==> src/rtl/vend_dispenser.sv <==
// Vend dispenser: FIFO of vend requests feeding a motor/drop/change FSM.
// Optional VEND_STATS_EN adds saturating vend and change counters.
module vend_dispenser #(
  parameter int MOTOR_CYCLES = 8,
  parameter int TIMEOUT      = 64,
  parameter int DEPTH        = 4
) (
  input  logic       clk,
  input  logic       rst,
  input  logic       p_in,
  input  logic       c_in,
  input  logic       drop_sense,
  input  logic       coin_sense,
  input  logic       fault_clr,
  output logic       motor_en,
  output logic       hopper_en,
  output logic       busy,
  output logic       full,
  output logic       overflow,
`ifdef VEND_STATS_EN
  output logic [7:0] vend_cnt,
  output logic [7:0] change_cnt,
`endif
  output logic       fault
);

  localparam int AW = $clog2(DEPTH);
  localparam logic [AW:0] L_DEPTH = (AW+1)'(DEPTH);
  localparam logic [7:0]  L_MOT   = 8'(MOTOR_CYCLES);
  localparam logic [9:0]  L_TMO   = 10'(TIMEOUT);

  typedef enum logic [2:0] {
    S_IDLE,
    S_VEND,
    S_WAIT_DROP,
    S_CHANGE,
    S_FAULT
  } state_t;

  state_t           r_state;
  logic [DEPTH-1:0] r_q;
  logic [AW-1:0]    r_wp;
  logic [AW-1:0]    r_rp;
  logic [AW:0]      r_cnt;
  logic [7:0]       r_mcnt;
  logic [9:0]       r_tmr;
  logic             r_chg;
  logic             r_motor;
  logic             r_hopper;
  logic             r_fault;
  logic             r_ovf;

  logic w_pop;
  logic w_push;
  logic w_drop;

  // A pop in the same cycle frees a slot for the incoming push
  assign w_pop  = (r_state == S_IDLE) && (r_cnt != '0);
  assign w_push = p_in && ((r_cnt != L_DEPTH) || w_pop);
  assign w_drop = p_in && !w_push;

  always_ff @(posedge clk or posedge rst) begin
    if (rst) begin
      r_q   <= '0;
      r_wp  <= '0;
      r_rp  <= '0;
      r_cnt <= '0;
      r_ovf <= 1'b0;
    end else begin
      if (w_push) begin
        r_q[r_wp] <= c_in;
        r_wp      <= r_wp + AW'(1);
      end
      if (w_pop)
        r_rp <= r_rp + AW'(1);
      case ({w_push, w_pop})
        2'b10:   r_cnt <= r_cnt + (AW+1)'(1);
        2'b01:   r_cnt <= r_cnt - (AW+1)'(1);
        default: r_cnt <= r_cnt;
      endcase
      if (w_drop)
        r_ovf <= 1'b1;
      else if (fault_clr)
        r_ovf <= 1'b0;
    end
  end

  always_ff @(posedge clk or posedge rst) begin
    if (rst) begin
      r_state  <= S_IDLE;
      r_chg    <= 1'b0;
      r_mcnt   <= '0;
      r_tmr    <= '0;
      r_motor  <= 1'b0;
      r_hopper <= 1'b0;
      r_fault  <= 1'b0;
    end else begin
      unique case (r_state)
        S_IDLE: begin
          if (w_pop) begin
            r_chg   <= r_q[r_rp];
            r_mcnt  <= L_MOT;
            r_state <= S_VEND;
          end
        end
        S_VEND: begin
          if (r_mcnt != '0) begin
            r_motor <= 1'b1;
            r_mcnt  <= r_mcnt - 8'd1;
          end else begin
            r_motor <= 1'b0;
            r_tmr   <= L_TMO;
            r_state <= S_WAIT_DROP;
          end
        end
        S_WAIT_DROP: begin
          if (drop_sense) begin
            if (r_chg) begin
              r_hopper <= 1'b1;
              r_tmr    <= L_TMO;
              r_state  <= S_CHANGE;
            end else begin
              r_state <= S_IDLE;
            end
          end else if (r_tmr == 10'd1) begin
            r_fault <= 1'b1;
            r_state <= S_FAULT;
          end else begin
            r_tmr <= r_tmr - 10'd1;
          end
        end
        S_CHANGE: begin
          if (coin_sense) begin
            r_hopper <= 1'b0;
            r_state  <= S_IDLE;
          end else if (r_tmr == 10'd1) begin
            r_hopper <= 1'b0;
            r_fault  <= 1'b1;
            r_state  <= S_FAULT;
          end else begin
            r_tmr <= r_tmr - 10'd1;
          end
        end
        S_FAULT: begin
          if (fault_clr) begin
            r_fault <= 1'b0;
            r_state <= S_IDLE;
          end
        end
        default: r_state <= S_IDLE;
      endcase
    end
  end

`ifdef VEND_STATS_EN
  logic [7:0] r_vcnt;
  logic [7:0] r_ccnt;

  always_ff @(posedge clk or posedge rst) begin
    if (rst) begin
      r_vcnt <= '0;
      r_ccnt <= '0;
    end else begin
      if (r_state == S_WAIT_DROP && drop_sense && r_vcnt != 8'hFF)
        r_vcnt <= r_vcnt + 8'd1;
      if (r_state == S_CHANGE && coin_sense && r_ccnt != 8'hFF)
        r_ccnt <= r_ccnt + 8'd1;
    end
  end

  assign vend_cnt   = r_vcnt;
  assign change_cnt = r_ccnt;
`endif

  assign motor_en  = r_motor;
  assign hopper_en = r_hopper;
  assign fault     = r_fault;
  assign overflow  = r_ovf;
  assign full      = (r_cnt == L_DEPTH);
  assign busy      = (r_state != S_IDLE) || (r_cnt != '0);

endmodule

==> config.mk <==
export PLATFORM = sky130hd
export DESIGN_NAME = vend_dispenser
export DESIGN_NICKNAME = d
export VERILOG_FILES = /design/src/rtl/vend_dispenser.sv
export SDC_FILE = /design/constraint.sdc
export NUM_CORES = 1
export LEC_CHECK = 0
export BUFFER_PORTS_ARGS = -buffer_cell sky130_fd_sc_hd__buf_2
export CORE_MARGIN = 3
export CORE_UTILIZATION = 55
export CTS_CLUSTER_SIZE = 40
export DETAILED_ROUTE_END_ITERATION = 12
export HOLD_SLACK_MARGIN = 0.1
export MAX_ROUTING_LAYER = met4
export PLACE_DENSITY_LB_ADDON = 0.05
export SYNTH_ARGS = -nofsm -noshare
export SYNTH_HDL_FRONTEND = slang
export SYNTH_SLANG_ARGS = --single-unit
export TNS_END_PERCENT = 5
==> constraint.sdc <==
create_clock -name clk -period 3.2 [get_ports clk]
set_input_delay 0.64 -clock clk [delete_from_list [all_inputs] [get_ports clk]]
set_output_delay 0.64 -clock clk [all_outputs]
set_load 0.05 [all_outputs]
==> flow_summary.yaml <==
placed_design:
  dp_hpwl_um: 3190
  port_buffers: 12
  dpl_cell_area_um2: 2170
  place_congestion: 0.921
global_routing:
  grt.overflow.total: 0
  first_global_vias: 1586
  grt_use_total_pct: 22.1
  antenna_found_initial: 0
  grt_max_degree: 21
  grt_first_pass_wirelength_um: 7220
route:
  wl_um: 4180
  num_vias: 1565
  postRouteAntennaNets: 0
  dr.first_iter.drc_count: 127
  firstDrtPassIters: 4
  drc: 0
  vias_per_cell: 5.80
  wl_per_cell_um: 15.5
yosys:
  ys.flop_type: "dfrtp_1"
  ys_seq_area_share_pct: 44.6
  synth_simple_gate_area_share_pct: 23.1
  synth-seq-cells: 37
  postSynthCellCount: 210
  syn_area_um2: 2080
  async_flop_share_pct: 100
  synth_warnings: 0
  synthMuxAreaShare_pct: 4.76
  synth_cell_type_count: 54
  synth_top_family_by_area: "simple AND/OR/NAND/NOR gates"
  synth_xor_area_share_pct: 4.64
  synth_edf_count: 0
  synth_nets: 226
  avgSynthCellArea_um2: 9.88
  synth_compound_gate_area_share_pct: 12.7
  synthAdderAreaFrac_pct: 5.79
timing:
  rsz0062_at_grt: "false"
  max_freq_ghz: 0.391
  drv_slew: 0
  fin_crit_sh_pct: 80.0
  hold_viol: 0
  tightest_slew_ps: 730
  finalClockSkew_ps: 9.57
  final.setup.tns_ps: 0
  fin_crit_ps: 2560
  timing.slew.headroom_pct: 51.1
  setup_viol: 0
finish:
  mostFrequentLayoutCells: "dfrtp_1 (37), nor2_1 (22), nand2_1 (21)"
  nNetsFinal: 239
  diodes: 0
  drive_above_1_share_pct: 15.6
  synthToLayoutAreaGrowth_pct: 8.32
  multiInputGateArea_um2: 1060
  design_area_um2: 2250
  regArea_um2: 926
  fill_cells: 284
  final_common_cell: "dfrtp_1"
die:
  core_um2: 3490
  initial_utilization_pct: 59.4
  fp.dieArea_um2: 4550
  ios: 13
  rows: 21
  dieHeight_um: 67.4
  fp.dieW_um: 67.4
hold_path:
  hp-class: "input port to async pin"
worst_setup_path:
  worstSetupEndpointType: "flop"
  path_class: "flop to flop"
  crit_required_ps: 3350
  critPathMaxStageDelay_ps: 580
  cpMaxStageDelayCell: "or3b_2"
  crit_chain: "or3b_2, o21ba_1, nand2_1, o311ai_0, o41ai_1"
  start_kind: "flop"
  path_max_fanout: 13
  arrival_ps: 2710
power:
  clock_power_share_pct: 13.3
  p_switching_mw: 1.07
  pwr_density_cell_nw_per_um2: 1050
  p_int_mw: 1.29
  p_sw_share_pct: 45.2
  ir_drop_uv: 559
  p_seq_share_pct: 35.7
  p_comb_share_pct: 51.0
  p_leak_nw: 0.997
clock_tree:
  clkSlewWorstSetupHoldPaths_ps: 80
  post_cts_buffers: 0
  clockBufferDepth: 2
  cts_resized: 0
  cts_tree: "built"
  cts-hold-fix-buffers: 0
  cts_root_buf: "clkbuf_8"
  cts_buffers: 5
  cts_htree_levels: 2
  numClockSinks: 37
  insertion_delay_ps: 290
run_status:
  status: "finished, final reports clean"
run:
  cap_violations: 0
registers in the layout, summed over array words and instances, names as in the netlist, 2 cells and up:
register  count
r_cnt         3
r_mcnt        8
r_q           4
r_rp          2
r_state       3
r_tmr        10
r_wp          2
per-stage QoR:
stage | hold WS, ps | power (mW) | instances | util (%) | setup WS (ps)
after floorplan | 437 | 1.80 | 210 | - | 634
after global placement | 454 | 1.97 | 262 | 62.0 | 798
after detailed placement | 467 | 2.04 | 262 | 62.0 | 647
after CTS | 485 | 2.37 | 270 | 64.3 | 631
after global routing | 524 | 2.56 | 270 | 64.3 | 498
final | 461 | 2.36 | 270 | 64.3 | 641
cells by family after synthesis:
group	count (synthesis)
AND/OR/NAND/NOR	85
AO/OA/AOI/OAI	38
flip-flops	37
buffers and inverters	22
XOR/XNOR	11
adder cells (fa/ha/maj)	9
multiplexers	8
power groups by stage:
| stage | sequential [mW] | combinational, mW | clock [mW] |
|---|---|---|---|
| 2_1_floorplan | 0.841 | 0.963 | 0 |
| 3_3_place_gp | 0.834 | 1.13 | 0 |
| 3_5_place_dp | 0.847 | 1.20 | 0 |
| 4_1_cts | 0.839 | 1.21 | 0.325 |
| 5_1_grt | 0.869 | 1.34 | 0.351 |
| 6_report | 0.842 | 1.20 | 0.313 |
Yosys cell counts (2+ instances only):
cell type | instances | share of area (%)
a211oi_1 | 3 | 1.1
a21boi_0 | 2 | 0.72
a21oi_1 | 3 | 0.72
a31oi_1 | 2 | 0.60
and2_1 | 2 | 0.60
clkbuf_1 | 5 | 0.90
dfrtp_1 | 37 | 45
ha_1 | 8 | 4.8
inv_1 | 15 | 2.7
mux2_2 | 5 | 2.7
mux2i_1 | 2 | 0.96
nand2_1 | 21 | 3.8
nand2b_1 | 4 | 1.2
nand3_1 | 3 | 0.72
nand4_1 | 2 | 0.60
nand4b_1 | 3 | 1.3
nor2_1 | 22 | 4.0
nor3_1 | 6 | 1.4
nor3_2 | 2 | 0.96
nor4_1 | 4 | 1.2
nor4_4 | 2 | 2.0
o21ai_0 | 10 | 2.4
o31ai_1 | 3 | 1.1
or3_1 | 5 | 1.5
xnor2_1 | 7 | 3.0
xor2_1 | 4 | 1.7
worst paths after layout:
kind,startpoint,to,slack (ps),cells after the start
min reg2reg,motor_en,motor_en,480,2
min,rst,r_tmr[8],460,2
max in group asynchronous,rst,motor_en,2030,3
min in group clk,motor_en,motor_en,480,2
max,r_state[2],r_mcnt[4],640,5
max reg2reg,r_state[2],r_mcnt[4],640,5
routing by layer:
layer	share of wire, %	up-vias	global-route usage (%)
li1	-	762	-
met1	44	752	26.1
met2	51	46	36.7
met3	4.7	5	5.66
met4	0.96	0	7.59
met5	0	-	-
critical path, delay by kind of cell (launching register included):
kind / cells / cell delay (ps)
flops: 1 / 560
simple gates: 2 / 780
compound gates: 3 / 1080
final cells by class:
| cell class | count | area share (%) |
|---|---|---|
| multi-input combinational | 151 | 47.1 |
| sequential | 37 | 41.2 |
| clock buffer | 6 | 3.23 |
| timing repair buffer | 13 | 3.01 |
| tap | 46 | 2.56 |
| inverter | 15 | 2.50 |
| clock inverter | 2 | 0.445 |
(Power assumes the default switching activity.)
